===== config.mk =====
export PLATFORM = sky130hd
export DESIGN_NAME = vic_reg_bus
export DESIGN_NICKNAME = d
export VERILOG_FILES = /design/src/rtl/vic_reg_bus.sv
export SDC_FILE = /design/constraint.sdc
export NUM_CORES = 1
export LEC_CHECK = 0
export ABC_AREA = 0
export CAP_MARGIN = 20
export CELL_PAD_IN_SITES_DETAIL_PLACEMENT = 1
export CELL_PAD_IN_SITES_GLOBAL_PLACEMENT = 2
export CORE_UTILIZATION = 38
export DETAILED_ROUTE_END_ITERATION = 7
export PLACE_DENSITY_LB_ADDON = 0.1
export SLEW_MARGIN = 20
export SYNTH_ARGS = -nofsm -noshare
export SYNTH_HDL_FRONTEND = slang
export SYNTH_SLANG_ARGS = --single-unit

===== constraint.sdc =====
create_clock -name clk -period 6.35 [get_ports clk]
set_input_delay 1.27 -clock clk [delete_from_list [all_inputs] [get_ports clk]]
set_output_delay 1.27 -clock clk [all_outputs]
set_load 0.005 [all_outputs]

===== src/rtl/vic_reg_bus.sv =====
// VIC-II CPU register responder: commits 6510 accesses on the synchronised phi0
// falling edge, holds control/raster/IRQ/colour registers and drives IRQ back.
module vic_reg_bus #(
    parameter int unsigned SYNC_STAGES = 2
) (
    input  logic       clk,
    input  logic       reset,
    input  logic       phi0,
    input  logic       cs,
    input  logic       rw,
    input  logic [5:0] addr,
    input  logic [7:0] din,
    output logic [7:0] dout,
    input  logic [8:0] raster,
    input  logic [7:0] coll_ss,
    input  logic [7:0] coll_sb,
    output logic [6:0] o_ctrl1,
    output logic [7:0] o_ctrl2,
    output logic [7:0] o_memptr,
    output logic [3:0] o_border,
    output logic [3:0] o_bg0,
    output logic       o_irq_n
);

    logic [SYNC_STAGES-1:0] sync_q;
    logic                   sync_prev_q;
    logic                   fe;

    logic [6:0] ctrl1_q,  ctrl1_d;
    logic [8:0] cmp_q,    cmp_d;
    logic [7:0] ctrl2_q,  ctrl2_d;
    logic [7:0] memptr_q, memptr_d;
    logic [2:0] irr_q,    irr_d;
    logic [3:0] imr_q,    imr_d;
    logic [7:0] css_q,    css_d;
    logic [7:0] csb_q,    csb_d;
    logic [3:0] color_q [16];
    logic [3:0] color_d [16];
    logic       match_q,  match;
    logic       irq_n_q,  irq_n_d;
    logic [7:0] dout_q,   rd_data;

    logic       wr_commit, rd_commit, is_color, irq;
    logic [2:0] irr_clr, irr_set;

    assign fe        = sync_prev_q & ~sync_q[SYNC_STAGES-1];
    assign wr_commit = fe & cs & ~rw;
    assign rd_commit = fe & cs & rw;
    assign is_color  = (addr[5:4] == 2'b10) && (addr[3:0] != 4'hF);
    assign match     = (raster == cmp_q);
    assign irq       = |({1'b0, irr_q} & imr_q);

    always_comb begin
        ctrl1_d  = ctrl1_q;
        cmp_d    = cmp_q;
        ctrl2_d  = ctrl2_q;
        memptr_d = memptr_q;
        imr_d    = imr_q;
        color_d  = color_q;
        irr_clr  = '0;
        if (wr_commit) begin
            case (addr)
                6'h11: begin
                    ctrl1_d  = din[6:0];
                    cmp_d[8] = din[7];
                end
                6'h12: cmp_d[7:0] = din;
                6'h16: ctrl2_d    = din;
                6'h18: memptr_d   = din;
                6'h19: irr_clr    = din[2:0];
                6'h1A: imr_d      = din[3:0];
                default: begin
                    if (is_color) color_d[addr[3:0]] = din[3:0];
                end
            endcase
        end
        // A read-clear in the same clk as a pulse leaves exactly the new pulse bits
        css_d = (rd_commit && addr == 6'h1E) ? coll_ss : (css_q | coll_ss);
        csb_d = (rd_commit && addr == 6'h1F) ? coll_sb : (csb_q | coll_sb);
        irr_set = {(css_q == 8'h00) && (css_d != 8'h00),
                   (csb_q == 8'h00) && (csb_d != 8'h00),
                   match & ~match_q};
        irr_d   = (irr_q & ~irr_clr) | irr_set;
        irq_n_d = ~irq;
    end

    always_comb begin
        rd_data = 8'hFF;
        case (addr)
            6'h11: rd_data = {raster[8], ctrl1_q};
            6'h12: rd_data = raster[7:0];
            6'h16: rd_data = ctrl2_q;
            6'h18: rd_data = memptr_q;
            6'h19: rd_data = {irq, 3'b111, 1'b0, irr_q};
            6'h1A: rd_data = {4'hF, imr_q};
            6'h1E: rd_data = css_q;
            6'h1F: rd_data = csb_q;
            default: begin
                if (is_color) rd_data = {4'hF, color_q[addr[3:0]]};
            end
        endcase
    end

    always_ff @(posedge clk or posedge reset) begin
        if (reset) begin
            sync_q      <= '0;
            sync_prev_q <= 1'b0;
            ctrl1_q     <= '0;
            cmp_q       <= '0;
            ctrl2_q     <= '0;
            memptr_q    <= '0;
            irr_q       <= '0;
            imr_q       <= '0;
            css_q       <= '0;
            csb_q       <= '0;
            color_q     <= '{default: '0};
            match_q     <= 1'b0;
            irq_n_q     <= 1'b1;
            dout_q      <= 8'hFF;
        end else begin
            sync_q      <= {sync_q[SYNC_STAGES-2:0], phi0};
            sync_prev_q <= sync_q[SYNC_STAGES-1];
            ctrl1_q     <= ctrl1_d;
            cmp_q       <= cmp_d;
            ctrl2_q     <= ctrl2_d;
            memptr_q    <= memptr_d;
            irr_q       <= irr_d;
            imr_q       <= imr_d;
            css_q       <= css_d;
            csb_q       <= csb_d;
            color_q     <= color_d;
            match_q     <= match;
            irq_n_q     <= irq_n_d;
            if (cs && rw) dout_q <= rd_data;
        end
    end

    assign dout     = dout_q;
    assign o_ctrl1  = ctrl1_q;
    assign o_ctrl2  = ctrl2_q;
    assign o_memptr = memptr_q;
    assign o_border = color_q[0];
    assign o_bg0    = color_q[1];
    assign o_irq_n  = irq_n_q;

endmodule

==> flow_summary_export.csv <==
group,metric,value,unit
status,outcome,"complete, no violations",
cts,cts_resized,0,
synthesis,post_synth_num_cell_types,50,
worst_setup_path,crit_required,6.65,ns
cts,cts_tree,"done",
timing,clock_skew,0.008363,ns
route,wl_per_cell,23.86,um
worst_hold_path,hold_depth,0,
global_routing,grt_usage,0.2362,
worst_setup_path,ff2ff_path_depth,4,
timing,setup_viol,0,
floorplanning,core,15830,um2
layout,fillCellCount,1607,
placed_design,placedCellCount,725,
route,drc,0,
synthesis,synth_top_cell_area_share,0.5007,
route,drt_iter0_markers,257,
layout,drive_gt1_frac,0.3111,
synthesis,yosys_warnings,0,
timing,fin_tns_setup,0,ns
worst_setup_path,crit_path_end_kind,"flip-flop",
timing,rsz0062_at_grt,"no",
worst_hold_path,min_to,"sync_q[1]$_DFF_PP0_",
worst_setup_path,rrSetupSlack,4.05,ns
layout,instances_no_fill,757,
synthesis,mappedNetlistNets,501,
layout,multiInputGateArea,2618,um2
cts,hold_buffers,0,
floorplanning,die-area,16690,um2
cts,cts.sink_count,132,
placed_design,hpwl,13010,um
global_routing,top_usage_layer,"met2",
floorplanning,fp.dieW,129.2,um
layout,final_cell_area,7696,um2
route,wl,18060,um
timing,fmax,259.3,MHz
route,dr.pass1.iters,4,
placed_design,gp_congestion,0.8235,
cts,numCtsBuffers,17,
global_routing,grt_overflow,0,
timing,fin_crit,3.856,ns
worst_setup_path,cp-start-kind,"input port",
global_routing,grtUsageMet3,0.04707,
synthesis,yosys_most_used_dff,"dfrtp_1",
job,maxCapViolations,0,
synthesis,synthArstFlopShare,1.000,
cts,cts-root-buf,"clkbuf_16",
global_routing,grt_use_met1,0.2969,
global_routing,met2_usage,0.3994,
route,drtAntennaViolNets,0,
synthesis,seq_area_frac_synth,0.5392,
route,via_per_inst,5.476,
placed_design,port_buffers,83,
cts,clkTransAtPathRegs,0.06,ns
synthesis,yosysTopAreaCell,"dfrtp_1",
synthesis,syn_inst,457,
cts,clock_tree.buffer_depth,2,
global_routing,grt_pass1_wl,28100,um
worst_setup_path,critical_path_class,"in2reg",
cts,clk_latency,0.42,ns
floorplanning,fp-row-count,46,
timing,slew_viol_final,0,
cts,htree_num_levels,4,
floorplanning,initial_utilization,0.3884,
timing,worst_pin_slew,0.9823,ns
synthesis,syn_area_per_cell,13.45,um2
synthesis,syn-cell-area,6147,um2
worst_setup_path,r2r-start,"sync_q[1]$_DFF_PP0_",
cts,post_cts.repair.setup_buffers,0,
worst_setup_path,reg2reg_to,"color_q[35]$_DFFE_PP0P_",
timing,finalHoldViolCount,0,
worst_hold_path,hold_class,"reg2reg",
placed_design,placed_area,7092,um2
power,p_leak,3.313,nW
route,via_count,4145,
power,ir_drop,0.0002418,V
timing,maxSlewHeadroom,0.3431,
worst_hold_path,worstHoldStart,"sync_q[0]$_DFF_PP0_",
worst_setup_path,cp_max_fo,19,
global_routing,antenna_found_initial,1,
layout,fin_nets,572,
layout,fin_util,0.4862,
synthesis,synth-edff-count,0,
power,p_total,2.050,mW
worst_setup_path,critPathArrivalTime,4.16,ns
floorplanning,pin_count,84,
layout,syn_to_final_growth,25.20,%
global_routing,grt_max_degree,61,
power,powerDensity,266.4,nW/um2
layout,ff_latch_area,3314,um2
synthesis,synthTopCellsByArea,"dfrtp_1 50%, mux2_2 18%, mux4_2 5.9%",
global_routing,grt_pass1_vias,4574,
synthesis,synth-seq-cells,132,
timing,fin_crit_sh,0.6073,
floorplanning,die-height,129.2,um
==> worst max-delay path: stages <==
cell and delay [ns]:
clkdlybuf4s50_1 1.07, nor2b_1 0.83, nand3_1 0.32, nor2_1 0.31, nand2_1 0.10, a32o_1 0.24
==> final cells by class <==
| type | instances | share of cell area |
|---|---|---|
| Sequential cell | 132 | 0.4307 |
| Inverter | 5 | 0.002764 |
| Clock inverter | 8 | 0.01609 |
| Clock buffer | 23 | 0.06210 |
| Timing Repair Buffer | 88 | 0.1128 |
| Multi-Input combinational cell | 284 | 0.3401 |
| Antenna cell | 1 | 0.0003252 |
| Tap cell | 216 | 0.03512 |
==> cells in the mapped netlist (2+ instances only) <==
| cell | count |
|---|---|
| dfrtp_1 | 123 |
| mux2_2 | 97 |
| nand2_1 | 29 |
| clkbuf_1 | 17 |
| a21o_1 | 16 |
| mux4_2 | 16 |
| a22oi_1 | 14 |
| buf_4 | 10 |
| nor4_1 | 10 |
| dfstp_2 | 9 |
| nor2_1 | 9 |
| buf_2 | 7 |
| nand3_1 | 7 |
| nor2b_1 | 7 |
| xnor2_1 | 7 |
| nand4_1 | 6 |
| inv_1 | 5 |
| mux2i_1 | 5 |
| nor3_2 | 4 |
| o21ai_0 | 4 |
| a21oi_1 | 3 |
| a221oi_1 | 3 |
| a222oi_1 | 3 |
| a22o_1 | 3 |
| and2_1 | 3 |
| and3_1 | 3 |
| nand2_2 | 3 |
| nand2b_1 | 3 |
| o22a_1 | 3 |
| a32o_1 | 2 |
| a32oi_1 | 2 |
| buf_6 | 2 |
| nor2_2 | 2 |
| o2111ai_1 | 2 |
| o221a_2 | 2 |
| xor2_1 | 2 |
==> power breakdown <==
group	internal, mW	switching [mW]	total [mW]	leakage [nW]
sequential	0.869	0.0180	0.887	1.71
combinational	0.0792	0.0819	0.161	1.31
clock	0.646	0.356	1.00	0.290
==> registers in the layout (all words and copies together) (netlist names) <==
| signal | cells |
|---|---|
| o_memptr | 8 |
| o_irq_n | 1 |
| sync_prev_q | 1 |
| dout | 8 |
| color_q | 56 |
| sync_q | 2 |
| o_bg0 | 4 |
| o_border | 4 |
| o_ctrl1 | 7 |
| imr_q | 4 |
| cmp_q | 9 |
| match_q | 1 |
| csb_q | 8 |
| irr_q | 3 |
| css_q | 8 |
| o_ctrl2 | 8 |
==> stage by stage <==
stage / hold WS (ns) / worst slack (ns)
after floorplan: 0.3312 / 1.569
final: 0.3546 / 2.494
after global placement: 0.3416 / 2.180
after CTS: 0.3624 / 2.593
after global routing: 0.3676 / 2.391
after detailed placement: 0.3491 / 2.150
==> worst max-delay path by stage <==
stage            start                    to  slack [ns]  cells after the start
2_1_floorplan    reset  cmp_q[0]$_DFFE_PP0P_        1.57                      1
3_3_place_gp   addr[3]    irr_q[1]$_DFF_PP0_        2.18                      6
3_5_place_dp   addr[3]    irr_q[1]$_DFF_PP0_        2.15                      6
4_1_cts        addr[3]    irr_q[2]$_DFF_PP0_        2.59                      6
5_1_grt        addr[3]    irr_q[2]$_DFF_PP0_        2.39                      6
6_report       addr[3]    irr_q[1]$_DFF_PP0_        2.49                      6
==> cells by family (layout without fill, tap and decap cells) <==
| family | after synthesis | in the layout | synth area share |
|---|---|---|---|
| DFF | 132 | 132 | 0.5392 |
| muxes | 119 | 119 | 0.2463 |
| and+or+nand+nor | 91 | 91 | 0.08345 |
| AOI/OAI and AO/OA | 65 | 65 | 0.08325 |
| buffers and inverters | 41 | 124 | 0.03501 |
| xor gates and xnor gates | 9 | 9 | 0.01282 |
| other | 0 | 1 | 0 |
==> per-layer routing <==
| layer | vias to the layer above | wire length, um |
|---|---|---|
| met5 | - | 0 |
| met4 | 0 | 232 |
| met2 | 104 | 9302 |
| met3 | 18 | 862 |
| met1 | 2178 | 7661 |
| li1 | 1845 | - |
==> placed cells by master, fill, tap and decap left out, types with 3 or more instances in the layout <==
cell type,count
mux2i_1,5
nor2b_1,7
nor2_1,9
clkbuf_8,3
a22o_1,3
a221oi_1,3
a21oi_1,3
clkbuf_16,17
a21o_1,16
nand4_1,6
nand2_1,29
nor4_1,10
and2_1,3
mux4_2,16
clkbuf_1,3
nor3_2,4
a222oi_1,3
dfrtp_1,123
nand3_1,7
mux2_2,97
nand2_2,3
inv_1,4
o22a_1,3
clkdlybuf4s50_1,83
and3_1,3
xnor2_1,7
buf_4,5
dfstp_2,9
nand2b_1,3
o21ai_0,4
a22oi_1,14
bufinv_16,3
(Power assumes the default switching activity.)
